==> config.mk <==
export PLATFORM = sky130hd
export DESIGN_NAME = ex_mem_stage
export DESIGN_NICKNAME = d
export VERILOG_FILES = /design/src/rtl/ex_mem_stage.sv
export SDC_FILE = /design/constraint.sdc
export NUM_CORES = 1
export LEC_CHECK = 0
export CAP_MARGIN = 20
export CORE_ASPECT_RATIO = 1.1
export CORE_MARGIN = 2
export CORE_UTILIZATION = 35
export DETAILED_ROUTE_END_ITERATION = 16
export MAX_ROUTING_LAYER = met4
export SLEW_MARGIN = 20
export SYNTH_ARGS = -nofsm -noshare
export SYNTH_HDL_FRONTEND = slang
export SYNTH_SLANG_ARGS = --single-unit
==> constraint.sdc <==
create_clock -name clk -period 6.7 [get_ports clk]
set_input_delay 0.67 -clock clk [delete_from_list [all_inputs] [get_ports clk]]
set_output_delay 0.67 -clock clk [all_outputs]
set_load 0.01 [all_outputs]
==> src/rtl/ex_mem_stage.sv <==
// ex_mem_stage
// Execute stage of the 5-stage MIPS-style core, together with the EX/MEM
// pipeline register it feeds.
//   - Takes the ID_EX register contents and decodes the ALU control.
//   - Forwards operands from EX/MEM and MEM/WB.
//   - Runs the ALU and resolves branches.
//   - Captures the results into the EX/MEM register. That register owns
//     stall, flush and the one-slot squash after a taken branch.

module ex_mem_stage #(
    parameter int XLEN = 32,
    parameter int REGW = 5
) (
    input  logic            clk,
    input  logic            rst_n,

    // ID_EX pipeline register contents
    input  logic [REGW-1:0] rs1_ID_EX,
    input  logic [REGW-1:0] rs2_ID_EX,
    input  logic [REGW-1:0] rd_ID_EX,
    input  logic [5:0]      funct_ID_EX,
    input  logic [XLEN-1:0] word_ID_EX,
    input  logic [XLEN-1:0] read_data1_ID_EX,
    input  logic [XLEN-1:0] read_data2_ID_EX,
    input  logic [XLEN-1:0] PC_ID_EX,
    input  logic [1:0]      ALUOp_ID_EX,
    input  logic            ALUSrc_ID_EX,
    input  logic            Mem_Read_ID_EX,
    input  logic            Mem_Write_ID_EX,
    input  logic            PcSrc_ID_EX,
    input  logic            Mem_to_Reg_ID_EX,
    input  logic            Reg_Write_ID_EX,
    input  logic            RegDst_ID_EX,

    // MEM/WB write-back path, used as the second forwarding source
    input  logic [REGW-1:0] wb_rd,
    input  logic            wb_reg_write,
    input  logic [XLEN-1:0] wb_data,

    // Pipeline control
    input  logic            stall,
    input  logic            flush_ex,

    // EX/MEM pipeline register
    output logic [XLEN-1:0] alu_result_EX_MEM,
    output logic [XLEN-1:0] write_data_EX_MEM,
    output logic [REGW-1:0] dest_EX_MEM,
    output logic            zero_EX_MEM,
    output logic            Mem_Read_EX_MEM,
    output logic            Mem_Write_EX_MEM,
    output logic            Mem_to_Reg_EX_MEM,
    output logic            Reg_Write_EX_MEM,
    output logic            branch_taken_EX_MEM,
    output logic [XLEN-1:0] branch_target_EX_MEM
);

    // Internal ALU operation codes
    localparam logic [2:0] ALU_ADD = 3'd0;
    localparam logic [2:0] ALU_SUB = 3'd1;
    localparam logic [2:0] ALU_AND = 3'd2;
    localparam logic [2:0] ALU_OR  = 3'd3;
    localparam logic [2:0] ALU_SLT = 3'd4;

    // ALUOp classes coming from the main decoder
    localparam logic [1:0] ALUOP_ADD   = 2'b00;
    localparam logic [1:0] ALUOP_SUB   = 2'b01;
    localparam logic [1:0] ALUOP_RTYPE = 2'b10;
    localparam logic [1:0] ALUOP_OR    = 2'b11;

    // R-type funct encodings
    localparam logic [5:0] FUNCT_ADD = 6'h20;
    localparam logic [5:0] FUNCT_SUB = 6'h22;
    localparam logic [5:0] FUNCT_AND = 6'h24;
    localparam logic [5:0] FUNCT_OR  = 6'h25;
    localparam logic [5:0] FUNCT_SLT = 6'h2A;

    // ------------------------------------------------------------------
    // Operand forwarding. Operand A (index 0) and operand B (index 1)
    // use identical rules, so both are built from one generate loop.
    // ------------------------------------------------------------------
    logic [REGW-1:0] src_idx [2];
    logic [XLEN-1:0] rf_val  [2];
    logic [XLEN-1:0] fwd_val [2];

    assign src_idx[0] = rs1_ID_EX;
    assign src_idx[1] = rs2_ID_EX;
    assign rf_val[0]  = read_data1_ID_EX;
    assign rf_val[1]  = read_data2_ID_EX;

    genvar gi;
    generate
        for (gi = 0; gi < 2; gi++) begin : g_fwd
            logic ex_hit;
            logic wb_hit;

            // A load in EX/MEM has no data yet. Its ALU result is only
            // the address, so it is never forwarded from this level.
            assign ex_hit = Reg_Write_EX_MEM && !Mem_to_Reg_EX_MEM &&
                            (dest_EX_MEM != '0) &&
                            (dest_EX_MEM == src_idx[gi]);
            assign wb_hit = wb_reg_write && (wb_rd != '0) &&
                            (wb_rd == src_idx[gi]);

            // The younger result (EX/MEM) takes precedence over MEM/WB.
            assign fwd_val[gi] = ex_hit ? alu_result_EX_MEM :
                                 (wb_hit ? wb_data : rf_val[gi]);
        end
    endgenerate

    logic [XLEN-1:0] fwd_a;
    logic [XLEN-1:0] fwd_b;
    logic [XLEN-1:0] alu_b;

    assign fwd_a = fwd_val[0];
    assign fwd_b = fwd_val[1];
    assign alu_b = ALUSrc_ID_EX ? word_ID_EX : fwd_b;

    // ------------------------------------------------------------------
    // ALU control and ALU
    // ------------------------------------------------------------------
    logic [2:0]      alu_op;
    logic [XLEN-1:0] alu_result_next;
    logic            zero_next;

    // Decode ALUOp and the funct field into an internal ALU operation.
    // An unrecognised funct falls back to add.
    always_comb begin
        alu_op = ALU_ADD;
        case (ALUOp_ID_EX)
            ALUOP_ADD: alu_op = ALU_ADD;
            ALUOP_SUB: alu_op = ALU_SUB;
            ALUOP_OR:  alu_op = ALU_OR;
            ALUOP_RTYPE: begin
                case (funct_ID_EX)
                    FUNCT_ADD: alu_op = ALU_ADD;
                    FUNCT_SUB: alu_op = ALU_SUB;
                    FUNCT_AND: alu_op = ALU_AND;
                    FUNCT_OR:  alu_op = ALU_OR;
                    FUNCT_SLT: alu_op = ALU_SLT;
                    default:   alu_op = ALU_ADD;
                endcase
            end
            default: alu_op = ALU_ADD;
        endcase
    end

    // Compute the ALU result. Arithmetic wraps and never traps.
    // slt compares as signed and returns 1 or 0.
    always_comb begin
        alu_result_next = '0;
        case (alu_op)
            ALU_ADD: alu_result_next = fwd_a + alu_b;
            ALU_SUB: alu_result_next = fwd_a - alu_b;
            ALU_AND: alu_result_next = fwd_a & alu_b;
            ALU_OR:  alu_result_next = fwd_a | alu_b;
            ALU_SLT: alu_result_next = {{(XLEN-1){1'b0}},
                                        ($signed(fwd_a) < $signed(alu_b))};
            default: alu_result_next = fwd_a + alu_b;
        endcase
    end

    assign zero_next = (alu_result_next == '0);

    // ------------------------------------------------------------------
    // Destination select and branch resolution
    // ------------------------------------------------------------------
    logic [REGW-1:0] dest_next;
    logic            taken_next;
    logic [XLEN-1:0] branch_target_next;

    assign dest_next          = RegDst_ID_EX ? rd_ID_EX : rs2_ID_EX;
    assign taken_next         = PcSrc_ID_EX && (fwd_a == fwd_b);
    assign branch_target_next = PC_ID_EX + XLEN'(4) + (word_ID_EX << 2);

    // ------------------------------------------------------------------
    // EX/MEM register control
    // ------------------------------------------------------------------
    logic load_en;
    logic bubble;

    // A flush overrides a stall. A bubble is needed in two cases: on a
    // flush, and when the register already holds a taken branch. In the
    // second case the instruction now in EX is on the wrong path.
    assign load_en = flush_ex || !stall;
    assign bubble  = flush_ex || branch_taken_EX_MEM;

    // Capture data fields on every enabled cycle. In a bubble these fields
    // are don't-care because every control bit is cleared.
    always_ff @(posedge clk or negedge rst_n) begin
        if (!rst_n) begin
            alu_result_EX_MEM    <= '0;
            write_data_EX_MEM    <= '0;
            dest_EX_MEM          <= '0;
            zero_EX_MEM          <= 1'b0;
            branch_target_EX_MEM <= '0;
        end else if (load_en) begin
            alu_result_EX_MEM    <= alu_result_next;
            write_data_EX_MEM    <= fwd_b;
            dest_EX_MEM          <= dest_next;
            zero_EX_MEM          <= zero_next;
            branch_target_EX_MEM <= branch_target_next;
        end
    end

    // Capture control bits. A bubble clears them, which also clears
    // branch_taken, so the squash covers exactly one instruction and a
    // branch in the squashed slot is never taken.
    always_ff @(posedge clk or negedge rst_n) begin
        if (!rst_n) begin
            Mem_Read_EX_MEM     <= 1'b0;
            Mem_Write_EX_MEM    <= 1'b0;
            Mem_to_Reg_EX_MEM   <= 1'b0;
            Reg_Write_EX_MEM    <= 1'b0;
            branch_taken_EX_MEM <= 1'b0;
        end else if (load_en) begin
            if (bubble) begin
                Mem_Read_EX_MEM     <= 1'b0;
                Mem_Write_EX_MEM    <= 1'b0;
                Mem_to_Reg_EX_MEM   <= 1'b0;
                Reg_Write_EX_MEM    <= 1'b0;
                branch_taken_EX_MEM <= 1'b0;
            end else begin
                Mem_Read_EX_MEM     <= Mem_Read_ID_EX;
                Mem_Write_EX_MEM    <= Mem_Write_ID_EX;
                Mem_to_Reg_EX_MEM   <= Mem_to_Reg_ID_EX;
                Reg_Write_EX_MEM    <= Reg_Write_ID_EX;
                branch_taken_EX_MEM <= taken_next;
            end
        end
    end

endmodule
==> key figures <==
Timing
  • Setup TNS: 0 ps
  • Max Slew Vio Count: 0
  • Unrepaired setup endpoints after global routing: false
  • Hold Slack: 303 ps
  • Finish-stage setup viols: 0
  • Slew @ Worst Pin: roughly 1100 ps
  • Final hold vios: 0
  • FMAX: 155 MHz
  • Final setup margin: about 250 ps
  • Slew HR: 27.1%
  • Clock skew: 15.0 ps
  • Tmin final: between 6000 and 7000 ps
  • Period utilisation layout: between 90% and 100%

Place
  • DP HPWL: 48.8 mm
  • GP Congestion: 0.985
  • Port Buffers: 306
  • Placed cell area: 0.0181 sq mm
  • Setup WS pre-CTS: -210 ps

Cells and area
  • Final Core Density: between 40% and 50%
  • P&R area growth vs syn: 39.8%
  • Sequential cell area: 0.00268 sq mm
  • Layout cells sized above 1: roughly an eighth
  • Area of the multi-input gates: slightly below 0.01 sq mm
  • Design Area, Final: 0.0185 sq mm
  • Fill count: 3732
  • Fin nets: roughly 2.5k

CTS
  • Worst-case clock buffer depth: 2
  • Cts bufs inserted: 9
  • CTS tree: yes
  • Worst-Skew Late Latency: 390 ps
  • Clk root buf: clkbuf_16
  • Cts hold-fix bufs: 0
  • Clock Sinks: between 100 and 150
  • Htree depth: 3
  • Worst-path clk slew: 80 ps

Global route
  • Pin count of the biggest net entering global routing: 75
  • Global-route wire length before repair: 89.3 mm
  • Initial antenna violation count: 2
  • Total GRT Usage: 30.6%
  • Vias in the first global route: 14.2k
  • Total global routing overflow: 0

Critical path
  • Max stage delay cell, worst path: or4_1
  • Cell family with most CP delay: compound AO/OA/AOI/OAI gates
  • Critical path, cell by cell: clkdlybuf4s50_1 -> or4_1 -> o21ai_0 -> nor4_2 -> mux2i_1 -> o21ai_0 -> mux2_2 -> ha_1 -> fa_1 -> o21bai_1 -> a221oi_1 -> o221ai_2 -> a2111o_1 -> a21oi_1 -> a2111oi_0 -> buf_4 -> o211ai_1 -> nor4_1 -> buf_4 -> nand4_1 -> or4_1 -> o31ai_1
  • Critical Path Sink Type: flip-flop
  • WS Path Type: in -> reg
  • Worst EP arrival: 6740 ps
  • Crit-path max cell delay: 580 ps
  • Crit-path max FO: 8
  • Setup crit start kind: input pin
  • Worst EP required: 6990 ps
  • Buf/Inv on CP: 3

Pwr
  • Max VDD drop: ~0.00013 V
  • P per Cell Area: 181 mW/mm^2
  • P_leak: 7.93 nW

Floorplanning
  • Die width: approximately 190 microns
  • DIE AREA: 0.0393 sq mm
  • Starting Density: 35.5%
  • Core Area: around 0.037 sq mm
  • FP Rows: 74
  • # IOs: 307
  • Chip height: 208 microns

Route
  • Via count of the routed design: 14.9k
  • Routed WL per cell: 22.3 microns
  • Via density: 5.57
  • ANT nets after route: 0
  • Routed Wire Length: 59.7 mm
  • Initial DRC count: 1326
  • DRC Markers: 0
  • Drt first pass iters: 6

Yosys
  • Synth Register Bits: 107
  • Share of synthesized registers carrying an async set or reset: 100%
  • Number of synthesized flops with an enable pin: 0
  • Post-synthesis cell area: 0.0132 sq mm
  • Mapped Avg Cell Area: 7.54 sq um
  • Prevailing post-synth register cell: dfrtp_1
  • Sequential element share of the synthesized area: 20.3%
  • Syn Nets: 2109
  • Post-synth cell types: 79
  • Syn. warnings: 0
  • Synth Instances: 1753

Min path
  • Hold Path Class: in -> async

Status
  • Status: complete, no violations

Flow run
  • # Max-Cap Violations: 0
final timing paths:
path	start	end	slack [ps]	cells past startpoint
hold reg to reg	write_data_EX_MEM[14]	write_data_EX_MEM[14]	470	2
max in group asynchronous	rst_n	branch_target_EX_MEM[28]	5050	2
hold / removal	rst_n	branch_target_EX_MEM[5]	300	1
min in group clk	write_data_EX_MEM[14]	write_data_EX_MEM[14]	470	2
setup reg to reg	dest_EX_MEM[1]	zero_EX_MEM	470	22
setup / recovery	wb_rd[1]	zero_EX_MEM	250	22
registers in the layout (all words and copies together) (netlist names), 5 cells and up:
name / flops
dest_EX_MEM: 5
alu_result_EX_MEM: 32
branch_target_EX_MEM: 32
write_data_EX_MEM: 32
area by class of cell:
type,instances,area share (%)
tap,494,3.34
clock inverter,5,0.494
sequential,107,14.5
antenna,2,0.0271
timing repair buffer,504,24.9
multi-input combinational,1448,53.2
inverter,106,2.15
clock buffer,11,1.37
worst reg2reg max path, stage by stage, from the launching register on:
cell and delay, ps:
dfrtp_1 460, or4_1 530, o21ai_0 350, nor4_2 130
buf_4 170, nand2_1 60, o21ai_0 200, mux2_2 350
ha_1 240, fa_1 480, o21bai_1 270, a221oi_1 180
o221ai_2 430, a2111o_1 230, a21oi_1 60, a2111oi_0 440
buf_4 190, o211ai_1 80, nor4_1 210, buf_4 160
nand4_1 140, or4_1 580, o31ai_1 210
routing by layer:
layer	up-vias	GRT usage (%)	wire length, microns
met5	-	-	0
met4	0	6.47	1090
met3	56	4.29	4400
met2	638	48.0	27200
met1	7106	42.0	27100
li1	7119	-	-
Yosys cell counts, drive strengths merged, types with 8 or more instances:
cell type  count  area, sq um
a2111oi        8         76.3
a211oi        26          195
a21o          25          188
a21oi        143          716
a221oi        10         87.6
and3           8         50.1
buf           22          106
clkbuf        70          263
dfrtp        107         2680
ha           153         1910
inv          106          398
mux2          35          394
mux2i         72          721
nand2        270         1010
nand2b        10         62.6
nand3         30          150
nand4         21          131
nor2         151          567
nor2b         14         87.6
nor3          29          150
nor4          15         93.8
o211ai        23          173
o21ai        139          696
o21bai        11         93.8
o221ai        13          138
o31a           9         78.8
o31ai         17          133
or2            8         50.1
or3           12         75.1
xnor2         56          490
xor2          28          245
per-stage QoR:
| stage | instances | power, W |
|---|---|---|
| final | 2677 | 0.00335 |
| after detailed placement | 2659 | 0.00268 |
| after floorplan | 1753 | 0.00175 |
| after global routing | 2677 | 0.00353 |
| after global placement | 2658 | 0.00267 |
| after CTS | 2675 | 0.00334 |
kinds of logic (layout without fill, tap and decap cells):
logic type      count (synthesis)  after routing  share of synthesized area, %
flops                         107            107                          20.3
simple gates                  597            597                          20.2
xor+xnor                       84             84                          5.57
other cells                     0              2                             0
buf+inv                       198            626                          5.80
fa+ha+maj                     156            156                          14.9
compound gates                504            504                          24.8
mux                           107            107                          8.43
cells in the final DEF, fill, tap and decap left out, drive strengths merged, types with 8 or more instances in the layout:
master / instances
o31a: 9
ha: 153
nor3: 29
or2: 8
buf: 199
or3: 12
a21oi: 143
a21o: 25
nor2: 151
nor4: 15
and3: 8
nand2b: 10
nand2: 270
o21ai: 139
nor2b: 14
nand3: 30
mux2: 35
o211ai: 23
o31ai: 17
nand4: 21
a211oi: 26
clkbuf: 11
dfrtp: 107
inv: 108
xor2: 28
a221oi: 10
a2111oi: 8
clkdlybuf4s50: 305
xnor2: 56
mux2i: 72
o221ai: 13
o21bai: 11
power by group:
| group | switching (W) | leakage [nW] | total (W) | internal [W] |
|---|---|---|---|---|
| clock | 0.000286 | 0.170 | 0.000641 | 0.000355 |
| sequential | 0.000103 | 1.26 | 0.000863 | 0.000760 |
| combinational | 0.000977 | 6.50 | 0.00184 | 0.000864 |
timing repair:
item	in CTS	in global routing
setup endpoints to repair	0	1
setup buffers	0	0
gates resized for setup	0	5
Power figures use the tool's default switching activity.
